==> src/rtl/sb_reg_access_arbiter.sv <==
// sb_reg_access_arbiter: round-robin arbiter and sequencer for the 157-byte
// sideband register file. Two requesters (A: AT-command handler, B: lane-init
// FSM) each issue a read or a 1-3 byte write. Writes are split into one
// s_write cycle per byte with an incrementing address. Reads are one s_read
// pulse, and the masked sb_read word comes back after READ_LAT cycles.
//
// Handshake: x_req is level-held by the requester until x_gnt. x_gnt is a
// one-cycle pulse in the IDLE cycle where the request is latched; from then on
// the requester inputs are ignored. x_done (and x_err for a rejected access)
// pulses for one cycle when the access completes, and rdata is valid with
// x_done on a read. A request still high after done is treated as a new one.
module sb_reg_access_arbiter #(
  parameter int MAX_ADDR = 156,
  parameter int READ_LAT = 1
) (
  input  logic        fsm_clk,
  input  logic        rst,
  input  logic        a_req,
  input  logic        a_wr,
  input  logic [7:0]  a_addr,
  input  logic [1:0]  a_len,
  input  logic [23:0] a_wdata,
  output logic        a_gnt,
  output logic        a_done,
  output logic        a_err,
  input  logic        b_req,
  input  logic        b_wr,
  input  logic [7:0]  b_addr,
  input  logic [1:0]  b_len,
  input  logic [23:0] b_wdata,
  output logic        b_gnt,
  output logic        b_done,
  output logic        b_err,
  output logic [23:0] rdata,
  output logic        s_read,
  output logic        s_write,
  output logic [7:0]  s_address,
  output logic [7:0]  s_data,
  input  logic [23:0] sb_read,
  output logic [2:0]  dbg_state
);

  localparam logic [2:0] IDLE    = 3'd0;
  localparam logic [2:0] WRITE   = 3'd1;
  localparam logic [2:0] RD_REQ  = 3'd2;
  localparam logic [2:0] RD_WAIT = 3'd3;
  localparam logic [2:0] DONE    = 3'd4;
  localparam logic [2:0] ERR     = 3'd5;

  localparam logic [8:0] MAX_ADDR_9 = 9'(MAX_ADDR);
  localparam logic [1:0] LAT_LAST   = 2'(READ_LAT - 1);

  logic [2:0]  state;
  logic        owner_b;
  logic [7:0]  cur_addr;
  logic [1:0]  cur_len;
  logic [23:0] cur_wdata;
  logic [1:0]  byte_idx;
  logic [1:0]  lat_cnt;
  logic        prefer_b;

  logic        pick_a;
  logic        pick_b;
  logic        sel_wr;
  logic [7:0]  sel_addr;
  logic [1:0]  sel_len;
  logic [23:0] sel_wdata;
  logic [8:0]  sel_end;
  logic        sel_legal;
  logic [23:0] rd_mask;

  // Arbitration and legality of the candidate request; only active in IDLE out of reset.
  always_comb begin
    pick_a = 1'b0;
    pick_b = 1'b0;
    if (state == IDLE && rst) begin
      pick_b = b_req && (!a_req || prefer_b);
      pick_a = a_req && !pick_b;
    end
    sel_wr    = pick_b ? b_wr    : a_wr;
    sel_addr  = pick_b ? b_addr  : a_addr;
    sel_len   = pick_b ? b_len   : a_len;
    sel_wdata = pick_b ? b_wdata : a_wdata;
    // 9-bit end address so that a run past 255 cannot wrap into range.
    sel_end   = {1'b0, sel_addr} + {7'd0, sel_len} - 9'd1;
    sel_legal = (sel_len != 2'd0) && (sel_end <= MAX_ADDR_9);
  end

  // Byte-lane mask applied to the returned read word: bytes at index >= len read as 0.
  always_comb begin
    rd_mask = 24'hFFFFFF;
    case (cur_len)
      2'd1:    rd_mask = 24'h0000FF;
      2'd2:    rd_mask = 24'h00FFFF;
      default: rd_mask = 24'hFFFFFF;
    endcase
  end

  // Access sequencer: latch on grant, step write bytes / read latency, capture read data.
  always_ff @(posedge fsm_clk or negedge rst) begin
    if (!rst) begin
      state     <= IDLE;
      owner_b   <= 1'b0;
      cur_addr  <= 8'd0;
      cur_len   <= 2'd0;
      cur_wdata <= 24'd0;
      byte_idx  <= 2'd0;
      lat_cnt   <= 2'd0;
      prefer_b  <= 1'b0;
      rdata     <= 24'd0;
    end else begin
      case (state)
        IDLE: begin
          if (pick_a || pick_b) begin
            owner_b   <= pick_b;
            prefer_b  <= pick_a;
            cur_addr  <= sel_addr;
            cur_len   <= sel_len;
            cur_wdata <= sel_wdata;
            byte_idx  <= 2'd0;
            lat_cnt   <= 2'd0;
            if (!sel_legal)  state <= ERR;
            else if (sel_wr) state <= WRITE;
            else             state <= RD_REQ;
          end
        end
        WRITE: begin
          if (byte_idx == cur_len - 2'd1) begin
            rdata <= 24'd0;
            state <= DONE;
          end else begin
            byte_idx <= byte_idx + 2'd1;
          end
        end
        RD_REQ: state <= RD_WAIT;
        RD_WAIT: begin
          if (lat_cnt == LAT_LAST) begin
            rdata <= sb_read & rd_mask;
            state <= DONE;
          end else begin
            lat_cnt <= lat_cnt + 2'd1;
          end
        end
        DONE:    state <= IDLE;
        ERR:     state <= IDLE;
        default: state <= IDLE;
      endcase
    end
  end

  // Strobes, grant and completion pulses decoded from the current state.
  always_comb begin
    a_gnt     = pick_a;
    b_gnt     = pick_b;
    a_done    = 1'b0;
    b_done    = 1'b0;
    a_err     = 1'b0;
    b_err     = 1'b0;
    s_read    = 1'b0;
    s_write   = 1'b0;
    s_address = 8'd0;
    s_data    = 8'd0;
    case (state)
      WRITE: begin
        s_write   = 1'b1;
        s_address = cur_addr + {6'd0, byte_idx};
        s_data    = 8'(cur_wdata >> {byte_idx, 3'b000});
      end
      RD_REQ: begin
        s_read    = 1'b1;
        s_address = cur_addr;
      end
      DONE: begin
        a_done = !owner_b;
        b_done = owner_b;
      end
      ERR: begin
        a_done = !owner_b;
        b_done = owner_b;
        a_err  = !owner_b;
        b_err  = owner_b;
      end
      default: ;
    endcase
  end

  assign dbg_state = state;

endmodule

==> config.mk <==
export PLATFORM = sky130hd
export DESIGN_NAME = sb_reg_access_arbiter
export DESIGN_NICKNAME = d
export VERILOG_FILES = /design/src/rtl/sb_reg_access_arbiter.sv
export SDC_FILE = /design/constraint.sdc
export NUM_CORES = 1
export LEC_CHECK = 0
export ABC_AREA = 1
export CAP_MARGIN = 5
export CORE_MARGIN = 8
export CORE_UTILIZATION = 49
export DETAILED_ROUTE_END_ITERATION = 10
export PLACE_DENSITY = 0.9
export SLEW_MARGIN = 15
export SYNTH_ARGS = -nofsm -noshare
export SYNTH_HDL_FRONTEND = slang
export SYNTH_SLANG_ARGS = --single-unit
==> constraint.sdc <==
create_clock -name fsm_clk -period 9.65 [get_ports fsm_clk]
set_input_delay 0.965 -clock fsm_clk [delete_from_list [all_inputs] [get_ports fsm_clk]]
set_output_delay 0.965 -clock fsm_clk [all_outputs]
set_load 0.01 [all_outputs]
# [Word level (Yosys, flattened, before mapping)]
# Index checks and enable logic that the tools add are counted.
[totals] word_cells=81 register_bits=67 input_bits=98
[classes] n_addsub=6 n_lt_le_gt_ge=1 n_mux=29 reduce_logical=21 eq_ne=13 n_shift=1 bitwise_logic=1
[ops] op="24-bit case mux with 2 select lines" n=2
[ops] op="24-bit two-way mux" n=3
[ops] op="24-bit bitwise AND" n=1
[ops] op="24-bit by 5-bit right shift with 8-bit output" n=1
[ops] op="8-bit two-way mux" n=2
[ops] op="8-bit case mux with 2 select lines" n=1
[ops] op="3-bit two-way mux" n=4
[ops] op="3-bit case mux with 4 select lines" n=1
[ops] op="3-bit AND reduction" n=4
[ops] op="2-bit two-way mux" n=5
[ops] op="8-bit by 2-bit adder with 9-bit output" n=1
[ops] op="9-bit by 8-bit <= comparator with 1-bit output, second input constant" n=1
[ops] op="1-bit two-way mux" n=9
[ops] op="9-bit by 1-bit subtractor with 9-bit output, second input constant" n=1
[ops] op="8-bit by 2-bit adder with 8-bit output" n=1
[ops] op="2-bit inequality test, second input constant" n=4
[ops] op="2-bit case mux with 2 select lines" n=2
[ops] op="2-bit nonzero test" n=4
[ops] op="3-bit by 2-bit == test with 1-bit output, second input constant" n=2
[ops] op="3-bit == test, second input constant" n=2
[ops] op="2-bit by 1-bit adder with 2-bit output, second input constant" n=2
[ops] op="1-bit logical AND" n=4
[ops] op="3-bit by 1-bit == test with 1-bit output, second input constant" n=1
[ops] op="1-bit logical NOT" n=3
[ops] op="10 further kinds" n=11

# [Depth between registers and ports, before layout]
[logic_depth] depth_word=12 ltp_mapped=23 mapped_depth_nobuf=21

# [Worst setup path before layout]
# OpenSTA, ideal clock, no wires.
[synth_timing] path_type="input to register" start="input port a_req" end="register state[2], in the netlist dbg_state[2]" t_required_ns=9.572 path_slack_ns=6.142 arrival_ns=3.430 path_buffers=2 setup_time_ns=0.078 path_stages=19 cell_sequence="nand2_1 nand2_1 nor2_4 buf_12 buf_2 mux2i_1 ha_1 inv_1 ha_1 fa_1 a21boi_0 nand3_1 nor2_2 nor2_2 nand2_1 nand2_2 nand2_1 nand2_1 a21oi_1"
[synth_via] elab_chain_len=12 word_cells_on_any_way=20 cone_classes="add/sub: 2; order compare: 1; eq/ne: 1; mux: 7; reduce/logical: 9"
[synth_rtl] element="start, declared" line="18" rtl="input logic a_req,"
[synth_rtl] element="1-bit logical NOT" line="77" rtl="pick_b = b_req && (!a_req || prefer_b);"
[synth_rtl] element="1-bit logical OR" line="77"
[synth_rtl] element="1-bit logical AND" line="77"
[synth_rtl] element="1-bit two-way mux" line="76" rtl="if (state == IDLE && rst) begin"
[synth_rtl] element="8-bit two-way mux / 2-bit two-way mux (equally long branches)" line="81, 82"
[synth_rtl] element="8-bit by 2-bit adder with 9-bit output" line="85" rtl="sel_end = {1'b0, sel_addr} + {7'd0, sel_len} - 9'd1;"
[synth_rtl] element="9-bit by 1-bit subtractor with 9-bit output" line="85"
[synth_rtl] element="9-bit by 8-bit <= comparator with 1-bit output" line="86" rtl="sel_legal = (sel_len != 2'd0) && (sel_end <= MAX_ADDR_9);"
[synth_rtl] element="1-bit logical AND" line="86"
[synth_rtl] element="3-bit two-way mux" line="122" rtl="if (!sel_legal) state <= ERR;"
[synth_rtl] element="3-bit two-way mux" line="114" rtl="if (pick_a || pick_b) begin"
[synth_rtl] element="3-bit case mux with 4 select lines" line="112" rtl="case (state)"
[synth_rtl] element="end signal, assigned" line="122"
[synth_rtl] element="end signal, assigned" line="123" rtl="else if (sel_wr) state <= WRITE;"
[synth_rtl] element="end signal, assigned" line="124" rtl="else state <= RD_REQ;"
[synth_rtl] element="end, declared" line="53" rtl="logic [2:0] state;"
# Parallel ways exist; a longest one is shown, timed or not. The select of a mux whose other input is x is not followed.
# A chain may end at the register's enable or synchronous reset.

# [Worst setup path after layout]
# Ends and elaborated chain as after synthesis.

==> out/qor.yml <==
ys_seq_area_share_pct: 41.77
insertedDiodeCount: 0
ys_seq_elements: 67
remaining_drc_errors: 0
hold_ws_ns: 0.4944
drt-pass1-iter-count: 6
cp-end-kind: "flip-flop"
cts.sinks: 67
reg2reg_from: "dbg_state[0]$_DFFE_PN0P_"
vias_per_cell: 5.412
fp.dieArea_sq_um: 11340
synth.top_cells.by_area: "dfrtp_1, nand2_1, nor2_1"
whs_endpoint: "cur_len[1]$_DFFE_PN0P_"
cts_buffers: 9
grt_max_degree: 68
cellPowerDensity_nw_per_um2: 252.0
dr_total_vias: 4254
layoutNonFillerInstCount: 786
ys_types: 36
io_pins: 149
hold_buffers: 0
initial_utilization_pct: 49.60
status: "finished, final reports clean"
grt_pass1_wl_mm: 20.44
min_from: "cur_len[1]$_DFFE_PN0P_"
maxCapViolations: 0
clkLatencyLatePin_ns: 0.34
final_cell_mix: "clkdlybuf4s50_1, nand2_1, dfrtp_1"
yosysWarnings: 0
detail_route.wl_per_cell_um: 16.11
tightest_slew_ns: 1.135
cts.repair.resized: 0
synth_largest_area_cell: "dfrtp_1"
r2r-end: "dbg_state[2]$_DFFE_PN0P_"
fin_worst_skew_ns: 0.006380
period_share_pct: 46.04
finalSetupViolCount: 0
synth_nets: 648
cts_buffer_depth: 2
drive_above_1_share_pct: 7.636
max_slew_margin_pct: 24.05
grt_pass1_vias: 4204
rsz0062_at_grt: "no"
drtAntennaViolNets: 0
min_path_cells: 2
crit_type: "input port to flip-flop"
area_growth_pct: 42.99
synthesis.area_sq_um: 4014
cts_tree: "built"
hp-class: "flip-flop to flip-flop"
dp_cells: 771
htreeDepth: 3
final_common_cell: "clkdlybuf4s50_1"
crit_arrival_ns: 4.70
clk_pin_slew_worst_paths_ns: 0.07
rows: 33
fin_ws_ns: 5.207
fin_nets: 788
syn_avg_cell_area_sq_um: 7.475
routabilityCongestion: 0.8639
die_w_um: 106.5
final_max_slew_viol_count: 0
cts_root_buf: "clkbuf_8"
dp_worst_setup_slack_ns: 4.949
die_h_um: 106.5
fmax_ghz: 0.2251
r2r_setup_slack_ns: 5.66
cp-start-kind: "input port"
peakVddDrop_mv: 0.1138
worst_r2r_path_depth: 17
wl_mm: 12.66
power.leakage_uw: 0.002631
drt_iter0_drc: 278
synth_top_area_share_pct: 41.77
required_ns: 9.90
final-hold-violation-count: 0
grt_antenna_before_repair: 0
syn_inst: 537
fin_setup_tns_ns: 0
period_minus_slack_ns: 4.443
crit_fanout: 39
grt_overflow: 0
coreArea_sq_um: 8093
track_usage_pct: 22.05
cts_setup_buffers: 0
hpwlAfterDp_mm: 9.790
port_buffers: 148
==> flip-flops by register name (all words and copies together) (netlist names) <==
name,flops
byte_idx,2
cur_addr,8
cur_len,2
cur_wdata,24
dbg_state,3
lat_cnt,2
owner_b,1
prefer_b,1
rdata,24
==> area by class of cell <==
class                      count  area [sq um]
clock inverter                 5         53.80
timing repair buffer         150          1491
clock buffer                  10         137.6
sequential                    67          1677
multi-input combinational    408          2095
fill                         647          2354
inverter                      41         153.9
tap                          105         131.4
==> cell usage after synthesis, drive strengths merged <==
cell type / count
buf: 7
ha: 11
nand2: 164
dfrtp: 67
fa: 2
or2: 2
inv: 41
o22ai: 2
a21boi: 2
o31ai: 1
mux2i: 6
xor2: 2
clkbuf: 14
nor3: 3
o21ai: 46
a31oi: 25
a21oi: 29
nand3: 29
nor2: 73
a22o: 2
o32ai: 1
o21bai: 3
nand4: 2
o211ai: 1
xnor2: 1
a21o: 1
==> worst max-delay path by stage <==
stage	start	endpoint	slack, ns
floorplan	a_req	dbg_state[2]$_DFFE_PN0P_	6.14
global placement	a_req	dbg_state[2]$_DFFE_PN0P_	5.14
detailed placement	a_req	dbg_state[2]$_DFFE_PN0P_	4.95
CTS	a_req	dbg_state[2]$_DFFE_PN0P_	5.26
global route	a_req	dbg_state[2]$_DFFE_PN0P_	4.91
finish	a_req	dbg_state[2]$_DFFE_PN0P_	5.21
==> where the power goes <==
part	total [uW]	internal [uW]	switching, uW
Sequential	476	388	87.8
Clock	229	124	105
Combinational	741	320	421
==> kinds of logic after synthesis <==
logic type	after synthesis	synth area share (%)
xor gates and xnor gates	3	0.6547
adders and majority gates	13	4.426
AOI/OAI and AO/OA	113	15.71
muxes	6	1.496
DFF	67	41.77
and+or+nand+nor	273	29.64
buffers and inverters	62	6.297
==> worst max-delay path, stage by stage <==
cell             delay [ns]
clkdlybuf4s50_1        0.41
nand2_1                0.07
nand2_1                0.15
nor2_4                 0.82
mux2i_1                0.29
ha_1                   0.36
inv_1                  0.04
ha_1                   0.22
fa_1                   0.48
a21boi_0               0.18
nand3_1                0.12
nor2_2                 0.13
nor2_2                 0.05
nand2_1                0.08
nand2_2                0.08
nand2_1                0.07
nand2_1                0.05
a21oi_1                0.14
==> metal layers <==
metal  track usage (%)  wire length [um]  vias up  share of wire, %
met2             37.98              6209      203                49
met5                 0                 0        -                 0
met3             4.719               910       25               7.2
met1             26.69              5302     1987                42
li1                  -                 -     2039                 -
met4             7.538               239        0               1.9
==> metrics by stage <==
step | power (uW) | util [%] | area [sq um]
floorplan | 907.8 | - | 4014
global placement | 1173 | 68.46 | 5540
detailed placement | 1212 | 68.46 | 5540
CTS | 1443 | 70.83 | 5732
global route | 1552 | 70.92 | 5739
finish | 1446 | 70.92 | 5739
Note: power is estimated with default switching activity, not from simulation.
